File: src/rtl/mm_access_ctrl_pkg.sv
// mm_pkg: shared types and default constants for the main-memory access
// controller (state encoding, request latch layout, range-check helper).
package mm_pkg;

   localparam int unsigned MM_ADDR_WIDTH  = 10;
   localparam int unsigned MM_DATA_WIDTH  = 32;
   localparam int unsigned MM_BLOCK_COUNT = 1024;
   localparam int unsigned MM_TIMER_WIDTH = 8;

   typedef enum logic [2:0] {
      IDLE    = 3'd0,
      WAIT    = 3'd1,
      ACCESS  = 3'd2,
      CAPTURE = 3'd3,
      RESP    = 3'd4
   } mm_state_e;

   typedef struct packed {
      logic                     we;
      logic [MM_ADDR_WIDTH-1:0] addr;
      logic [MM_DATA_WIDTH-1:0] wdata;
   } mm_req_t;

   // Address compared at 32 bits so a block count equal to 2**ADDR_WIDTH
   // simply never flags an error.
   function automatic logic mm_addr_is_err(input logic [31:0] addr,
                                           input int unsigned block_count);
      return (addr >= block_count);
   endfunction

endpackage

File: src/rtl/mm_access_ctrl_latency_timer.sv
// mm_latency_timer: loadable down-counter that paces the memory access.
// done_o flags the last wait cycle (count == 1); the counter parks at zero.
module mm_latency_timer #(
   parameter int unsigned WIDTH = mm_pkg::MM_TIMER_WIDTH
) (
   input  logic             clk_i,
   input  logic             reset_i,
   input  logic             load_i,
   input  logic [WIDTH-1:0] load_val_i,
   input  logic             dec_i,
   output logic             done_o
);

   logic [WIDTH-1:0] count_q, count_d;

   // load wins over decrement; decrement stops at zero
   always_comb begin
      count_d = count_q;
      if (load_i) begin
         count_d = load_val_i;
      end else if (dec_i && (count_q != '0)) begin
         count_d = count_q - WIDTH'(1);
      end
   end

   // count register
   always_ff @(posedge clk_i) begin
      if (reset_i) begin
         count_q <= '0;
      end else begin
         count_q <= count_d;
      end
   end

   assign done_o = (count_q == WIDTH'(1));

endmodule

File: src/rtl/mm_access_ctrl.sv
// mm_access_ctrl: one-at-a-time block read/write engine between the cache
// controller and a synchronous single-port memory. Fixed access latency,
// out-of-range addresses answered with an error and never strobed.
// Optional response statistics counters: define MM_ACCESS_STATS_EN.
//
// state   | meaning
// --------+---------------------------------------------------------
// IDLE    | ready for a request; latch it on handshake
// WAIT    | latency timer running down
// ACCESS  | single-cycle memory strobe
// CAPTURE | memory read data registered into the response
// RESP    | response held until the consumer takes it
module mm_access_ctrl #(
   parameter int unsigned MM_BLOCK_COUNT = mm_pkg::MM_BLOCK_COUNT,
   parameter int unsigned ADDR_WIDTH     = mm_pkg::MM_ADDR_WIDTH,
   parameter int unsigned DATA_WIDTH     = mm_pkg::MM_DATA_WIDTH,
   parameter int unsigned ACCESS_LATENCY = 4,
   parameter int unsigned STAT_WIDTH     = 16
) (
   input  logic                  clk_i,
   input  logic                  reset_i,
   input  logic                  req_valid_i,
   output logic                  req_ready_o,
   input  logic                  req_we_i,
   input  logic [ADDR_WIDTH-1:0] req_addr_i,
   input  logic [DATA_WIDTH-1:0] req_wdata_i,
   output logic                  resp_valid_o,
   input  logic                  resp_ready_i,
   output logic [DATA_WIDTH-1:0] resp_rdata_o,
   output logic                  resp_err_o,
   output logic                  mem_en_o,
   output logic                  mem_we_o,
   output logic [ADDR_WIDTH-1:0] mem_addr_o,
   output logic [DATA_WIDTH-1:0] mem_wdata_o,
   input  logic [DATA_WIDTH-1:0] mem_rdata_i
`ifdef MM_ACCESS_STATS_EN
   ,
   output logic [STAT_WIDTH-1:0] stat_reads_o,
   output logic [STAT_WIDTH-1:0] stat_writes_o,
   output logic [STAT_WIDTH-1:0] stat_errors_o
`endif
);

   import mm_pkg::*;

   localparam int unsigned TIMER_W = MM_TIMER_WIDTH;

   // elaboration-time parameter sanity
   if ((ACCESS_LATENCY < 1) || (ACCESS_LATENCY > 255)) begin : g_bad_latency
      $error("mm_access_ctrl: ACCESS_LATENCY must be 1..255");
   end
   if (STAT_WIDTH < 1) begin : g_bad_stat_width
      $error("mm_access_ctrl: STAT_WIDTH must be at least 1");
   end
   if ((ADDR_WIDTH != MM_ADDR_WIDTH) || (DATA_WIDTH != MM_DATA_WIDTH)) begin : g_bad_width
      $error("mm_access_ctrl: request latch layout fixed by mm_req_t widths");
   end

   mm_state_e             state_q, state_d;
   mm_req_t               req_q, req_d;
   logic [DATA_WIDTH-1:0] rdata_q, rdata_d;
   logic                  err_q, err_d;
   logic                  tmr_load, tmr_dec, tmr_done;

   mm_latency_timer #(
      .WIDTH (TIMER_W)
   ) u_timer (
      .clk_i      (clk_i),
      .reset_i    (reset_i),
      .load_i     (tmr_load),
      .load_val_i (TIMER_W'(ACCESS_LATENCY)),
      .dec_i      (tmr_dec),
      .done_o     (tmr_done)
   );

   // next-state, request latch/response updates and handshake/strobe outputs
   always_comb begin
      state_d      = state_q;
      req_d        = req_q;
      rdata_d      = rdata_q;
      err_d        = err_q;
      tmr_load     = 1'b0;
      tmr_dec      = 1'b0;
      req_ready_o  = 1'b0;
      resp_valid_o = 1'b0;
      mem_en_o     = 1'b0;
      mem_we_o     = 1'b0;

      case (state_q)
         IDLE: begin
            req_ready_o = 1'b1;
            if (req_valid_i) begin
               req_d.we    = req_we_i;
               req_d.addr  = req_addr_i;
               req_d.wdata = req_wdata_i;
               rdata_d     = '0;
               err_d       = mm_addr_is_err(32'(req_addr_i), MM_BLOCK_COUNT);
               if (err_d) begin
                  state_d = RESP;
               end else begin
                  tmr_load = 1'b1;
                  state_d  = WAIT;
               end
            end
         end

         WAIT: begin
            tmr_dec = 1'b1;
            if (tmr_done) begin
               state_d = ACCESS;
            end
         end

         ACCESS: begin
            mem_en_o = 1'b1;
            mem_we_o = req_q.we;
            state_d  = req_q.we ? RESP : CAPTURE;
         end

         CAPTURE: begin
            rdata_d = mem_rdata_i;
            state_d = RESP;
         end

         RESP: begin
            resp_valid_o = 1'b1;
            if (resp_ready_i) begin
               state_d = IDLE;
            end
         end

         default: begin
            state_d = IDLE;
         end
      endcase
   end

   // state and datapath registers; reset drops any pending transaction
   always_ff @(posedge clk_i) begin
      if (reset_i) begin
         state_q <= IDLE;
         req_q   <= '0;
         rdata_q <= '0;
         err_q   <= 1'b0;
      end else begin
         state_q <= state_d;
         req_q   <= req_d;
         rdata_q <= rdata_d;
         err_q   <= err_d;
      end
   end

   assign mem_addr_o   = req_q.addr;
   assign mem_wdata_o  = req_q.wdata;
   assign resp_rdata_o = rdata_q;
   assign resp_err_o   = err_q;

`ifdef MM_ACCESS_STATS_EN
   logic [STAT_WIDTH-1:0] stat_reads_q, stat_writes_q, stat_errors_q;
   logic                  resp_hs;

   assign resp_hs = (state_q == RESP) && resp_ready_i;

   // saturating per-type response counters; an error counts only as an error
   always_ff @(posedge clk_i) begin
      if (reset_i) begin
         stat_reads_q  <= '0;
         stat_writes_q <= '0;
         stat_errors_q <= '0;
      end else if (resp_hs) begin
         if (err_q) begin
            if (stat_errors_q != '1) stat_errors_q <= stat_errors_q + STAT_WIDTH'(1);
         end else if (req_q.we) begin
            if (stat_writes_q != '1) stat_writes_q <= stat_writes_q + STAT_WIDTH'(1);
         end else begin
            if (stat_reads_q != '1) stat_reads_q <= stat_reads_q + STAT_WIDTH'(1);
         end
      end
   end

   assign stat_reads_o  = stat_reads_q;
   assign stat_writes_o = stat_writes_q;
   assign stat_errors_o = stat_errors_q;
`endif

endmodule

File: config.mk
export PLATFORM = sky130hd
export DESIGN_NAME = mm_access_ctrl
export DESIGN_NICKNAME = d
export VERILOG_FILES = /design/src/rtl/mm_access_ctrl_pkg.sv /design/src/rtl/mm_access_ctrl_latency_timer.sv /design/src/rtl/mm_access_ctrl.sv
export SDC_FILE = /design/constraint.sdc
export NUM_CORES = 1
export LEC_CHECK = 0
export ABC_AREA = 1
export BUFFER_PORTS_ARGS = -buffer_cell sky130_fd_sc_hd__buf_4
export CORE_MARGIN = 2
export CORE_UTILIZATION = 52
export CTS_BUF_LIST = sky130_fd_sc_hd__clkbuf_8 sky130_fd_sc_hd__clkbuf_16
export CTS_CLUSTER_DIAMETER = 80
export DETAILED_ROUTE_END_ITERATION = 7
export PLACE_DENSITY = 0.85
export SLEW_MARGIN = 20
export SYNTH_ARGS = -nofsm -noshare
export SYNTH_HDL_FRONTEND = slang
export SYNTH_SLANG_ARGS = --single-unit
File: constraint.sdc
create_clock -name clk_i -period 2.5 [get_ports clk_i]
set_input_delay 0 -clock clk_i [delete_from_list [all_inputs] [get_ports clk_i]]
set_output_delay 0 -clock clk_i [all_outputs]
set_load 0.02 [all_outputs]
==> flow_summary.json <==
{
  "grt_pass1_wl_um": 18770,
  "max_cap_viol_count": 0,
  "drt_wl_total_um": 11650,
  "synth_area_leaders": "dfxtp_1, nand3_1, a21oi_1",
  "fill_cells": 478,
  "setup_viol": 0,
  "ys_types": 25,
  "fin_tns_setup_ns": 0,
  "post-place-ws_ns": 0.7427,
  "yosys.area.top_type_share_pct": 44.72,
  "cts_resized": 0,
  "end_kind": "flip-flop",
  "synth.net_count": 573,
  "htree_levels": 3,
  "antenna-diode-count": 0,
  "stdcell_count": 763,
  "crit_arrival_ns": 2.02,
  "first_pass_iters": 4,
  "cts_tree": "done",
  "rows": 31,
  "core_area_um2": 7214,
  "clk_latency_ns": 0.35,
  "place_inst": 672,
  "drive_above_1_share_pct": 30.57,
  "synth_edf_count": 0,
  "tightestPinTransition_ns": 0.8721,
  "layout_worst_path_cycle_share_pct": 69.88,
  "status": "finished clean",
  "rsz0062_at_grt": "false",
  "postRouteAntennaNets": 0,
  "synthCells": 491,
  "final-hold-violation-count": 0,
  "synthArstFlopShare_pct": 0,
  "grt_pass1_vias": 3923,
  "ys_ff_latch": 86,
  "cts_root_buf": "clkbuf_8",
  "cp_max_fo": 79,
  "area_growth_pct": 47.35,
  "fp.dieW_um": 90.05,
  "synth-warning-count": 0,
  "grt_use_total_pct": 28.13,
  "initial_core_util_pct": 53.36,
  "clk_pin_slew_ns": 0.08,
  "drc": 0,
  "clock-sinks": 86,
  "crit_type": "reg2reg",
  "vias": 4010,
  "die_area_um2": 8108,
  "numPortBuffers": 156,
  "drt-wirelength-per-cell_um": 15.27,
  "synth_area_per_cell_um2": 7.841,
  "first_iter_violations": 126,
  "gp_congestion": 0.8020,
  "maxSlewViolCount": 0,
  "leakagePower_nw": 2.440,
  "synth_top_cell_by_area": "dfxtp_1",
  "cp.required_ns": 2.77,
  "clockBufferDepth": 2,
  "cts_inserted_buffers": 9,
  "fin_worst_skew_ns": 0.01415,
  "synth_ff_type": "dfxtp_1",
  "vias_per_cell": 5.256,
  "grt_max_degree": 80,
  "start_kind": "flip-flop",
  "slew_headroom_pct": 41.86,
  "seq_area_frac_synth_pct": 44.72,
  "vdd_drop_max_mv": 0.6353,
  "pin_count": 158,
  "setup_ws_ns": 0.7530,
  "grt-ovfl-total": 0,
  "die_h_um": 90.05,
  "p_per_area_nw_per_um2": 880.4,
  "clock.fmax_mhz": 572.4,
  "hpwl_um": 6380,
  "layout_min_cycle_time_ns": 1.747,
  "syn_area_um2": 3850,
  "fin_nets": 742,
  "hold_path.class": "in2reg",
  "antenna_found_initial": 0
}
==> sequential cells by signal (all words and copies together) (netlist names) <==
signal / count
u_timer.count_q: 8
mem_addr_o: 10
resp_rdata_o: 32
req_q: 1
mem_wdata_o: 32
state_q: 3
==> synth_stat cells (all sizes together), types with 3 or more instances <==
cell type and count:
a21oi 87, nand2 78, dfxtp 86, nor2 12, ha 3, o21ai 5, inv 19, nand3 112
xor2 3, clkbuf 12, nor3 3, buf 67
==> per-stage QoR <==
stage	util [%]	power, mW	cell area [um^2]	hold slack, ns
5_1_grt	78.63	5.297	5673	0.1450
3_5_place_dp	64.81	3.749	4676	0.2886
6_report	78.63	4.994	5673	0.1383
4_1_cts	78.63	4.981	5673	0.1126
3_3_place_gp	64.81	3.683	4676	0.2840
2_1_floorplan	-	3.362	3850	0.1644
==> cell families after synthesis <==
family                     share of synthesized area, %
AOI/OAI and AO/OA                                 12.84
and+or+nand+nor                                   25.48
buffers and inverters                             15.21
DFF                                               44.72
xor gates and xnor gates                         0.6826
other                                           0.09740
adders and majority gates                        0.9751
==> what timing repair did <==
action                                 4_1_cts  5_1_grt
endpoints found under the hold margin       76        0
hold buffers                                76        0
setup buffers                                0        0
==> per-layer routing <==
layer	track usage, %	up-vias	routed length [um]	part of all wire (%)
met5	0	-	0	0
met1	32.11	1860	4623	40
met4	12.69	0	341	2.9
met2	48.93	183	5836	50
li1	-	1932	-	-
met3	7.795	35	849	7.3
==> worst paths after layout <==
| check | startpoint | end | slack (ns) | cells past startpoint |
|---|---|---|---|---|
| setup / recovery | state_q[2] | u_timer.count_q[3] | 0.75 | 6 |
| hold / removal | reset_i | mem_wdata_o[28] | 0.14 | 2 |
| setup reg to reg | state_q[2] | u_timer.count_q[3] | 0.75 | 6 |
| hold reg to reg | mem_addr_o[9] | mem_addr_o[9] | 0.47 | 2 |
==> critical path, cell delays in order, from the launching register on <==
cell and delay (ns):
dfxtp_1 0.44, nor2_2 0.09, nand2_4 0.08, inv_4 0.04
nand2_4 0.59, nand2_2 0.25, a21oi_1 0.19
==> final cells by class <==
cell class	count	area, um^2	area share, %
Tap cell	99	123.9	2.184
Inverter	20	78.83	1.390
Timing Repair Buffer	237	1969	34.72
Sequential cell	86	1722	30.35
Multi-Input combinational cell	306	1543	27.19
Clock buffer	10	137.6	2.426
Clock inverter	5	98.84	1.742
==> layout by cell type, fill, tap and decap left out <==
cell type and count:
dlygate4sd3_1 76, clkinv_2 2, nand2_2 11, or2_1 1
dfxtp_1 86, nand3_1 112, xor2_1 3, nor4_1 1
a21oi_1 78, buf_4 161, nor3_1 3, inv_1 18
inv_4 1, bufinv_16 3, o21ai_0 5, a21oi_2 9
nor2_1 10, clkbuf_8 10, conb_1 1, ha_1 3
nand2_4 3, nor2_2 2, nand2_1 64, inv_2 1
==> report_power, final <==
part           internal [mW]  total (mW)  switching, mW
Combinational          0.780        2.12           1.34
Sequential              1.58        1.72          0.142
Clock                  0.681        1.15          0.470
Note: power is estimated with default switching activity, not from simulation.
